## src/rtl/pipe_pkg.sv

```systemverilog
// Shared types and default widths for the pipeline skid stage family.
// Holds the skid FSM state encoding used by pipe_stage_skid.
package pipe_pkg;

  localparam int PIPE_DATA_W = 32;
  localparam int PIPE_CTRL_W = 8;
  localparam int PIPE_CNT_W  = 16;

  typedef enum logic [1:0] {
    EMPTY = 2'd0,
    HALF  = 2'd1,
    FULL  = 2'd2
  } skid_state_e;

endpackage

```

## src/rtl/pipe_sat_counter.sv

```systemverilog
// Saturating event counter with synchronous clear (clear wins over increment).
// Count updates one cycle after inc/clr; no backpressure, always accepts events.
module pipe_sat_counter
  import pipe_pkg::*;
#(
  parameter int CNT_W = PIPE_CNT_W
) (
  input  logic             clk,
  input  logic             reset,
  input  logic             inc,
  input  logic             clr,
  output logic [CNT_W-1:0] count
);

  logic [CNT_W-1:0] count_q, count_d;

  always_comb begin
    count_d = count_q;
    if (clr) begin
      count_d = '0;
    end else if (inc && (count_q != {CNT_W{1'b1}})) begin
      count_d = count_q + {{(CNT_W-1){1'b0}}, 1'b1};
    end
  end

  always_ff @(posedge clk or negedge reset) begin
    if (!reset) begin
      count_q <= '0;
    end else begin
      count_q <= count_d;
    end
  end

  assign count = count_q;

endmodule

```

## src/rtl/pipe_stage_skid.sv

```systemverilog
// Two-entry skid pipeline register: 1-cycle latency, full throughput, FIFO order.
// in_ready comes only from registered state, so out_ready never reaches in_ready combinationally.
module pipe_stage_skid
  import pipe_pkg::*;
#(
  parameter int DATA_W = PIPE_DATA_W,
  parameter int CTRL_W = PIPE_CTRL_W,
  parameter int CNT_W  = PIPE_CNT_W
) (
  input  logic              clk,
  input  logic              reset,
  input  logic              in_valid,
  output logic              in_ready,
  input  logic [DATA_W-1:0] in_data,
  input  logic [CTRL_W-1:0] in_ctrl,
  input  logic              flush,
  output logic              out_valid,
  input  logic              out_ready,
  output logic [DATA_W-1:0] out_data,
  output logic [CTRL_W-1:0] out_ctrl,
  input  logic              clr_stats,
  output logic [CNT_W-1:0]  stall_cnt
);

  skid_state_e       state_q, state_d;
  logic [DATA_W-1:0] main_dat_q, main_dat_d;
  logic [CTRL_W-1:0] main_ctrl_q, main_ctrl_d;
  logic [DATA_W-1:0] skid_dat_q, skid_dat_d;
  logic [CTRL_W-1:0] skid_ctrl_q, skid_ctrl_d;
  logic              rdy_en_q, rdy_en_d;
  logic              accept;
  logic              deliver;
  logic              stall_inc;

  // rdy_en_q keeps in_ready low during reset and until the first edge after release
  assign in_ready  = rdy_en_q && (state_q != FULL);
  assign out_valid = (state_q != EMPTY);
  assign out_data  = main_dat_q;
  assign out_ctrl  = out_valid ? main_ctrl_q : '0;
  assign accept    = in_valid && in_ready;
  assign deliver   = out_valid && out_ready;
  assign stall_inc = out_valid && !out_ready;

  always_comb begin
    state_d     = state_q;
    main_dat_d  = main_dat_q;
    main_ctrl_d = main_ctrl_q;
    skid_dat_d  = skid_dat_q;
    skid_ctrl_d = skid_ctrl_q;
    rdy_en_d    = 1'b1;

    if (flush) begin
      state_d = EMPTY;
    end else begin
      case (state_q)
        EMPTY: begin
          if (accept) begin
            main_dat_d  = in_data;
            main_ctrl_d = in_ctrl;
            state_d     = HALF;
          end
        end
        HALF: begin
          if (accept && !deliver) begin
            skid_dat_d  = in_data;
            skid_ctrl_d = in_ctrl;
            state_d     = FULL;
          end else if (accept && deliver) begin
            main_dat_d  = in_data;
            main_ctrl_d = in_ctrl;
          end else if (deliver) begin
            state_d = EMPTY;
          end
        end
        FULL: begin
          if (deliver) begin
            main_dat_d  = skid_dat_q;
            main_ctrl_d = skid_ctrl_q;
            state_d     = HALF;
          end
        end
        default: state_d = EMPTY;
      endcase
    end
  end

  always_ff @(posedge clk or negedge reset) begin
    if (!reset) begin
      state_q     <= EMPTY;
      main_dat_q  <= '0;
      main_ctrl_q <= '0;
      skid_dat_q  <= '0;
      skid_ctrl_q <= '0;
      rdy_en_q    <= 1'b0;
    end else begin
      state_q     <= state_d;
      main_dat_q  <= main_dat_d;
      main_ctrl_q <= main_ctrl_d;
      skid_dat_q  <= skid_dat_d;
      skid_ctrl_q <= skid_ctrl_d;
      rdy_en_q    <= rdy_en_d;
    end
  end

  pipe_sat_counter #(
    .CNT_W(CNT_W)
  ) u_stall_cnt (
    .clk  (clk),
    .reset(reset),
    .inc  (stall_inc),
    .clr  (clr_stats),
    .count(stall_cnt)
  );

endmodule

```

## config.mk

```make
export PLATFORM = sky130hd
export DESIGN_NAME = pipe_stage_skid
export DESIGN_NICKNAME = d
export VERILOG_FILES = /design/src/rtl/pipe_pkg.sv /design/src/rtl/pipe_sat_counter.sv /design/src/rtl/pipe_stage_skid.sv
export SDC_FILE = /design/constraint.sdc
export NUM_CORES = 1
export LEC_CHECK = 0
export ABC_AREA = 0
export CAP_MARGIN = 15
export CORE_UTILIZATION = 54
export DETAILED_ROUTE_END_ITERATION = 6
export GPL_TIMING_DRIVEN = 0
export PLACE_DENSITY_LB_ADDON = 0.05
export SKIP_CTS_REPAIR_TIMING = 1
export SLEW_MARGIN = 5
export SYNTH_ARGS = -nofsm -noshare
export SYNTH_HDL_FRONTEND = slang
export SYNTH_SLANG_ARGS = --single-unit
```

## constraint.sdc

```tcl
create_clock -name clk -period 3.1 [get_ports clk]
set_input_delay 0.31 -clock clk [delete_from_list [all_inputs] [get_ports clk]]
set_output_delay 0.31 -clock clk [all_outputs]
set_load 0.005 [all_outputs]
```

# [Word-level counts from Yosys, hierarchy flattened]
# Index checks and enable logic that the tools add are counted.
# Widths: inputs -> output; s select.
[word_totals] reg_bits=99 output_inout_bits=58 in_bits=46 elab_cells=57
[op_classes] n_mux=20 addsub=1 n_reduce_logical=16 bitwise_logic=1 n_eq_ne=12
[op_table] operator="$mux 32" count=4
[op_table] operator="$pmux 32 s3" count=1
[op_table] operator="$mux 8" count=5
[op_table] operator="$mux 16" count=2
[op_table] operator="$pmux 8 s3" count=1
[op_table] operator="$add 16x1->16 const B" count=1
[op_table] operator="$ne 16x16->1 const B" count=1
[op_table] operator="$mux 2" count=6
[op_table] operator="$ne 2x2->1 const B" count=5
[op_table] operator="$ne 4x4->1 const B" count=2
[op_table] operator="$logic_and 1x1->1" count=7
[op_table] operator="$ne 3x3->1 const B" count=2
[op_table] operator="$pmux 2 s3" count=1
[op_table] operator="$reduce_and 6->1" count=1
[op_table] operator="$reduce_and 4->1" count=1
[op_table] operator="$reduce_bool 2->1" count=2
[op_table] operator="$reduce_and 3->1" count=1
[op_table] operator="$reduce_bool 3->1" count=1
[op_table] operator="$eq 2x1->1 const B" count=1
[op_table] operator="$eq 2x2->1 const B" count=1
[op_table] operator="$logic_not 1->1" count=2
[op_table] operator="$logic_not 2->1" count=1
[op_table] operator="$not 1->1" count=1

# [Logic depth before layout (Yosys ltp)]
# Gate-level depths: netlist of run 1.
[logic_depth] ltp_word=8 mapped_depth=6 depth_no_buf=5

# [Cells and area by module]
# Synthesis of run 1 repeated with hierarchy kept, for this count alone.
[hier_totals] hier_cells=387 area_unflattened_um2=4685.7
[modules_own_cells] module="pipe_stage_skid" seq_area_each_um2=2077.0 n_inst=1 area_per_inst_um2=3743.6 cells_each=289
[modules_own_cells] module="pipe_sat_counter" seq_area_each_um2=400.4 n_inst=1 area_per_inst_um2=942.2 cells_each=98

# [Least setup slack after synthesis of run 1]
# Ideal clock, no wire load.
[synth_path] kind="flip-flop to flip-flop" from="register u_stall_cnt.count_q[0] (netlist: u_stall_cnt.count[0])" to="register u_stall_cnt.count_q[9] (netlist: u_stall_cnt.count[9])" arrival_time_ns=1.672 path_buffers=0 path_slack_ns=1.301 synth_period_minus_slack_ns=1.799 required_time_ns=2.973 path_stages_with_launch=6 setup_time_ns=0.127 cell_sequence="dfrtp_1 > ha_1 > nand4_4 > or4_4 > nand2_1 > mux2_1"
[synth_between] elab_chain_cells=3 word_cells_on_any_way=6 classes_between="add/sub (1); eq/ne (1); mux (2); reduce/logical (2)"
[synth_lines] element="start, declared" line_no="pipe_sat_counter.sv:15" text="logic [CNT_W-1:0] count_q, count_d;"
[synth_lines] element="start signal, assigned" line_no="pipe_sat_counter.sv:30" text="count_q <= count_d;"
[synth_lines] element="$add 16x1->16 or $ne 16x16->1 (tied branches)" line_no="pipe_sat_counter.sv:22, pipe_sat_counter.sv:21"
[synth_lines] element="$mux 16 or $logic_and 1x1->1 (tied branches)" line_no="pipe_sat_counter.sv:21" text="end else if (inc && (count_q != {CNT_W{1'b1}})) begin"
[synth_lines] element="$mux 16 or $reduce_bool 2->1 (tied branches)"
# Parallel ways exist; a longest one is shown, timed or not. The select of a mux whose other input is x is not followed.
# A chain may end at the register's enable or synchronous reset.

# [Worst setup path after layout of run 1]
[layout_path] from="register state_q[1]" to="output in_ready"
[layout_between] elab_chain_cells=2
[layout_lines] element="start, declared" line_no="pipe_stage_skid.sv:25" text="skid_state_e state_q, state_d;"
[layout_lines] element="start signal, assigned" line_no="pipe_stage_skid.sv:96" text="state_q <= state_d;"
[layout_lines] element="$ne 2x2->1" line_no="pipe_stage_skid.sv:36" text="assign in_ready = rdy_en_q && (state_q != FULL);"
[layout_lines] element="$logic_and 1x1->1" line_no="pipe_stage_skid.sv:36"
[layout_lines] element="end, declared" line_no="pipe_stage_skid.sv:13" text="output logic in_ready,"
# Every way passes these cells.

==> results of run 1 <==
-- through the flow --
stage | TNS, ns | instances | cell area [µm²]
floorplan | 0 | 343 | 4650
finish | 0 | 568 | 6050
CTS | 0 | 567 | 6040
global route | 0 | 568 | 6050
global placement | -200.56 | 550 | 5800
detailed placement | 0 | 551 | 5820
-- worst max-delay path, delay by kind of cell (launching register included) --
kind                   cells  cell delay [ns]
buffers and inverters      3             1.05
DFF                        1             0.46
and+or+nand+nor            2             0.23
-- placed cells by master (no fill, tap or decap), types with 2 or more instances in the layout --
| cell type | count |
|---|---|
| and2_1 | 2 |
| mux2_2 | 117 |
| nand3_1 | 7 |
| inv_1 | 4 |
| and3_1 | 2 |
| clkbuf_8 | 9 |
| nand2_1 | 10 |
| clkdlybuf4s50_1 | 101 |
| clkbuf_1 | 4 |
| nor2_1 | 5 |
| nor3b_1 | 2 |
| bufinv_16 | 2 |
| nand4_2 | 2 |
| nor4b_4 | 2 |
| nand4_1 | 3 |
| o31ai_1 | 5 |
| buf_2 | 13 |
| nor2b_1 | 11 |
| dfrtp_1 | 99 |
| a21oi_1 | 13 |
| o21ba_2 | 3 |
| mux2_1 | 4 |
| or3_1 | 3 |
| or4_1 | 5 |
| o21ai_0 | 4 |
-- routing by layer --
metal / GRT usage [%] / vias up / part of all wire, %
li1: - / 1486 / -
met1: 30.5 / 1624 / 42
met2: 40.3 / 86 / 51
met3: 5.23 / 11 / 5.2
met4: 7.95 / 0 / 1.2
met5: 0 / - / 0
-- final timing paths --
path | startpoint | endpoint | slack, ns | cells past startpoint
worst max register to register | u_stall_cnt.count[1] | u_stall_cnt.count[1] | 1.12 | 6
min in group asynchronous | reset | u_stall_cnt.count[14] | 0.48 | 2
worst max-delay path | state_q[1] | in_ready | 0.70 | 5
max in group asynchronous | reset | out_data[10] | 1.95 | 3
worst min-delay path | clr_stats | u_stall_cnt.count[0] | 0.34 | 2
worst min register to register | main_ctrl_q[5] | main_ctrl_q[5] | 0.49 | 1
-- state kept, by name, summed over array words and instances, names as in the netlist --
register / count
out_data: 32
rdy_en_q: 1
u_stall_cnt.count: 16
state_q: 2
main_ctrl_q: 8
skid_ctrl_q: 8
skid_dat_q: 32
-- area by class of cell --
| class | count | area, µm² | share of cell area [%] |
|---|---|---|---|
| Sequential cell | 99 | 2480 | 41.0 |
| Inverter | 4 | 15.0 | 0.248 |
| Buffer | 17 | 87.6 | 1.45 |
| Multi-Input combinational cell | 223 | 2070 | 34.1 |
| Clock buffer | 11 | 131 | 2.17 |
| Tap cell | 105 | 131 | 2.17 |
| Timing Repair Buffer | 104 | 1060 | 17.5 |
| Clock inverter | 5 | 85.1 | 1.41 |
-- where the power goes --
| group | switching [W] | internal, W |
|---|---|---|
| Clock | 0.000452 | 0.000460 |
| Sequential | 0.000109 | 0.00151 |
| Combinational | 0.000194 | 0.000441 |
-- logic make-up after synthesis --
group           Yosys count
simple gates             63
flops                    99
compound gates           37
other cells               1
buf+inv                  21
fa+ha+maj                 1
mux                     121
==> results.md, run 1 <==
* TritonCTS clock tree: yes
* # rows at 33
* Tcrit/Tclk final at 77.6%
* Share of cells above drive strength 1 at 34.8%
* Synth Area in Adders at less than 1%
* Crit path launch type: flip-flop
* Max Cap Violations at 0
* Worst Clk Skew at roughly 0.0086 ns
* Antenna violations before repair at 0
* Main combinational cell family by area after synthesis: multiplexers
* RSZ-0062 raised after global routing: false
* Initial core utilization at between 50% and 60%
* Leakage power at 2.58 nW
* Worst VDD drop at 0.385 mV
* Vias at 3207
* Tot Pwr at between 0.003 and 0.004 W
* DIE WIDTH at about 95 µm
* Post-layout util at between 70% and 80%
* PnR worst setup slack at ~0.7 ns
* Wire per inst at between 15 and 20 µm
* Die height at around 95 µm
* GPL Wtd Cong at 0.812
* Area contributors post-synth: dfrtp_1, mux2_2, nor2b_1
* Main flop type after synthesis: dfrtp_1
* First-pass detailed-route iteration total at 4
* CTS H-Tree Depth at 3
* Most numerous cell in the Yosys netlist: mux2_2
* Worst Path Required at between 2 and 3 ns
* Fmax at 416 MHz
* Clock slew at reported path FFs at 0.09 ns
* Worst path arrival time at roughly 2.1 ns
* FFs w/ async S/R, synth at 100%
* Yosys cell types at 47
* Crit path time final at around 2.4 ns
* Crit. End Element: primary output
* Crit path top cell by count: nor2b_1
* Placement Setup Slack at between 0.8 and 0.9 ns
* Worst path cell trace: nor2b_1, clkbuf_1, buf_2, nor2b_1, clkdlybuf4s50_1
* Relative slew slack at between 40% and 50%
* Hold Path Class: input port to flip-flop
* Sink Count at 99
* Endpoints failing setup at 0
* Synth Area in Compound Gates at under 10%
* P per Cell Area at ~520 nW/µm²
* Final hold violation count at 0
* Max stage delay on crit path at 0.48 ns
* Final WL at about 9700 µm
* Tot GR Track Use at 23.9%
* Synth Instances at approximately 340
* Initial DRC count at 130
* Synth area leader: dfrtp_1
* First-pass GRT wire length at 16400 µm
* Mapped cell area at between 4000 and 5000 µm²
* Grt ovf at 0
* Slowest CP cell: clkdlybuf4s50_1
* Largest net degree at the start of global routing at roughly 60
* Average size of a mapped cell at around 14 µm²
* Top-area cell type share of the netlist area at a little over half
* Actual slew at the worst max-slew pin at between 0.7 and 0.8 ns
* Syn Nets at 390
* Simple-gate portion of the synthesized area at approximately a tenth
* # diodes at 0
* Yosys reg bits at 99
* Post-synth EDFFs at 0
* DRC viols at 0
* YS warnings at 0
* Worst-Skew Late Latency at 0.36 ns
* Largest fanout on the critical path at 10
* Vias per inst at between 5 and 6
* Max clock buf depth at 2
* Fill count at around 600
* CTS Root Buffer Type: clkbuf_8
* Most frequent cells after synthesis: mux2_2, dfrtp_1, a21oi_1, buf_2, nor2b_1
* Status: complete, no violations
* Core ar. at 8260 µm²
* Synth-to-layout area growth at 30.2%
* Routed Antenna Nets at 0
* Post-synthesis mux area share at between 20% and 30%
* Sequential fraction of the synthesis area at approximately 53%
* Vias in the first global route at 3340
* Synth Area in XOR/XNOR at 0%
* CTS buffer count at 9
* Die area at around 9000 µm²
* Slew Viols, Final at 0
* HPWL Detailed at between 6000 and 7000 µm
* I/O pins at 104
* Worst Hold Margin at approximately 0.34 ns
* # port buffers at approximately 100
* Kind of critical path: flip-flop to primary output
* Count of nets after finishing at 505
Note: power is estimated with default switching activity, not from simulation.
==> run 2, diff against run 1 <==
--- a/config.mk
+++ b/config.mk
@@ -7,7 +7,7 @@
 export LEC_CHECK = 0
 export ABC_AREA = 0
 export CAP_MARGIN = 15
-export CORE_UTILIZATION = 54
+export CORE_UTILIZATION = 51
 export DETAILED_ROUTE_END_ITERATION = 6
 export GPL_TIMING_DRIVEN = 0
 export PLACE_DENSITY_LB_ADDON = 0.05
==> constraint.sdc (replaced) <==
create_clock -name clk -period 2.5 [get_ports clk]
set_input_delay 0.25 -clock clk [delete_from_list [all_inputs] [get_ports clk]]
set_output_delay 0.25 -clock clk [all_outputs]
set_load 0.005 [all_outputs]
==> run 2 against run 1 <==
Against the previous run:
- largest cell class unchanged
- global-route usage is 2.4 points lower
- clock skew rose by 0.0073 ns
- final cell count grew 0.53%
- final area rose by 0.14%
- highest routed layer unchanged
==> results.md, run 2 (same netlist as run 1, synthesis figures left out) <==
* Clock slew at reported path FFs at 0.09 ns (about the same)
* I/O pins at 104 (unchanged)
* Antenna violations before repair at 0 (unchanged)
* Min-delay src: clr_stats
* P per Cell Area at 646 nW/µm² (+23%)
* Relative slew slack at 65.1% (+16 points)
* Max stage delay on crit path at 0.53 ns (+0.05 ns)
* Worst Hold Margin at 0.291 ns (-0.0496 ns)
* Initial DRC count at 116 (-11%)
* CTS H-Tree Depth at 3 (unchanged)
* Leakage power at 2.59 nW (+0.25%)
* Sink Count at 99 (unchanged)
* Kind of critical path: flip-flop to primary output
* Worst path cell trace: nor2b_1, clkbuf_2, buf_2, nor2b_1, clkdlybuf4s50_1
* Total internal power at 0.00299 W (+24%)
* Vias in the first global route at 3289 (-1.5%)
* Crit path time final at about 2.3 ns
* Worst path top cell family by delay: buffers and inverters
* Storage cell area at 2480 µm² (unchanged)
* Tcrit/Tclk final at between 90% and 100%
* Max Cap Violations at 0 (unchanged)
* Slowest CP cell: clkdlybuf4s50_1
* Most frequent cells in the layout: mux2_2, clkdlybuf4s50_1, dfrtp_1, buf_2, a21oi_1
* DIE WIDTH at 97.4 µm (+2.8%)
* Worst-Skew Late Latency at 0.37 ns (about the same)
* Critical Path Source: state_q[1]
* Post-route cell area at 6060 µm² (+0.14%)
* Max clock buf depth at 2 (unchanged)
* Actual slew at the worst max-slew pin at 0.524 ns (-0.244 ns)
* Register share of total power at 51.4% (+0.2 points)
* Combinational share of power at 20.1% (about the same)
* Placed insts at 554 (+0.54%)
* Tot Pwr at 0.00391 W (+23%)
* Grt ovf at 0 (unchanged)
* Largest fanout on the critical path at 10 (unchanged)
* Area of the multi-input gates at 2070 µm² (+0.12%)
* Commonest non-fill, non-tap cell in the layout: mux2_2
* First-pass detailed-route iteration total at 4 (unchanged)
* Endpoints failing setup at 0 (unchanged)
* Slew Viols, Final at 0 (unchanged)
* Buf/Inv on CP at 3 (unchanged)
* Die area at 9490 µm² (+5.7%)
* Fmax at 434 MHz
* Sw Ratio at 23.6% (-0.20 points)
* Worst Clk Skew at 0.0159 ns (+0.00728 ns)
* Worst VDD drop at 0.497 mV (+29%)
* First-pass GRT wire length at 16200 µm (-1.2%)
* HPWL Detailed at 6670 µm (-2.0%)
* Switching pwr at 0.000924 W (+22%)
* Synth-to-layout area growth at 30.4%
* CTS buffer count at 9 (unchanged)
* Vias per inst at 5.55 (-1.7%)
* Fill count at 668 (+12%)
* Tot GR Track Use at 21.5% (-2.4 points)
* Count of nets after finishing at 505 (unchanged)
* Hold Path Class: input port to flip-flop
* Non-Filler Instances at 571 (+0.53%)
* Placement Cell Area at 5830 µm² (about the same)
* Final hold violation count at 0 (unchanged)
* Reg-to-Reg Start: u_stall_cnt.count[0]
* # diodes at 0 (unchanged)
* Crit path top cell by count: nor2b_1
* Crit. End Element: primary output
* CTS Root Buffer Type: clkbuf_8
* Largest net degree at the start of global routing at 68 (+15%)
* Status: complete, no violations
* GPL Wtd Cong at 0.798 (-1.7%)
* Final WL at 9530 µm (-1.5%)
* Worst path arrival time at 2.06 ns (-0.03 ns)
* RSZ-0062 raised after global routing: false
* Crit path launch type: flip-flop
* # port buffers at 102 (unchanged)
* # rows at 34 (+3.0%)
* Routed Antenna Nets at 0 (unchanged)
* Wire per inst at 16.7 µm (-2.0%)
* Core ar. at 8760 µm² (+6.1%)
* DRC viols at 0 (unchanged)
* Initial core utilization at 53.0% (-3.2 points)
* TritonCTS clock tree: yes
* Die height at 97.4 µm (+2.8%)
* Clock power frac at 28.6% (-0.2 points)
* Worst Path Required at 2.25 ns (-0.54 ns)
* Share of cells above drive strength 1 at 35.4% (+0.65 points)
* Vias at 3168 (-1.2%)
* Setup TNS at 0 ns (unchanged)
-- run 2: path summary, 6_finish.rpt --
kind                                         to  slack, ns  depth (start not counted)
setup / recovery                       in_ready       0.19                          5
hold / removal             u_stall_cnt.count[0]       0.29                          2
setup reg to reg           u_stall_cnt.count[8]       0.51                          6
hold reg to reg                  main_ctrl_q[5]       0.49                          1
max in group asynchronous        skid_ctrl_q[7]       1.45                          3
min in group asynchronous  u_stall_cnt.count[9]       0.37                          2
-- run 2: routing by layer --
layer  global-route usage (%)  vias to the layer above  wire length (µm)
li1                         -                     1488                 -
met1                     29.2                     1588              4250
met2                     33.6                       83              4560
met3                     5.54                        9               605
met4                     7.47                        0               109
met5                        0                        -                 0
-- run 2: through the flow --
| stage | util [%] | worst slack, ns |
|---|---|---|
| global placement | 66.2 | -2.61 |
| CTS | 69.0 | 0.0461 |
| detailed placement | 66.5 | 0.289 |
| finish | 69.1 | 0.193 |
| floorplan | - | 0.701 |
| global route | 69.1 | 0.0509 |
-- run 2: area by class of cell --
| class | instances | share of cell area [%] |
|---|---|---|
| buffer | 17 | 1.47 |
| inverter | 4 | 0.248 |
| tap | 108 | 2.23 |
| clock buffer | 10 | 2.11 |
| sequential | 99 | 40.9 |
| multi-input combinational | 223 | 34.1 |
| clock inverter | 6 | 1.49 |
| timing repair buffer | 104 | 17.4 |
-- run 2: power groups by stage --
stage / sequential (W) / combinational, W / clock [W]
finish: 0.00201 / 0.000785 / 0.00112
global route: 0.00205 / 0.000854 / 0.00121
CTS: 0.00201 / 0.000799 / 0.00115
detailed placement: 0.00204 / 0.000795 / 0
global placement: 0.00202 / 0.000769 / 0
floorplan: 0.00202 / 0.000338 / 0
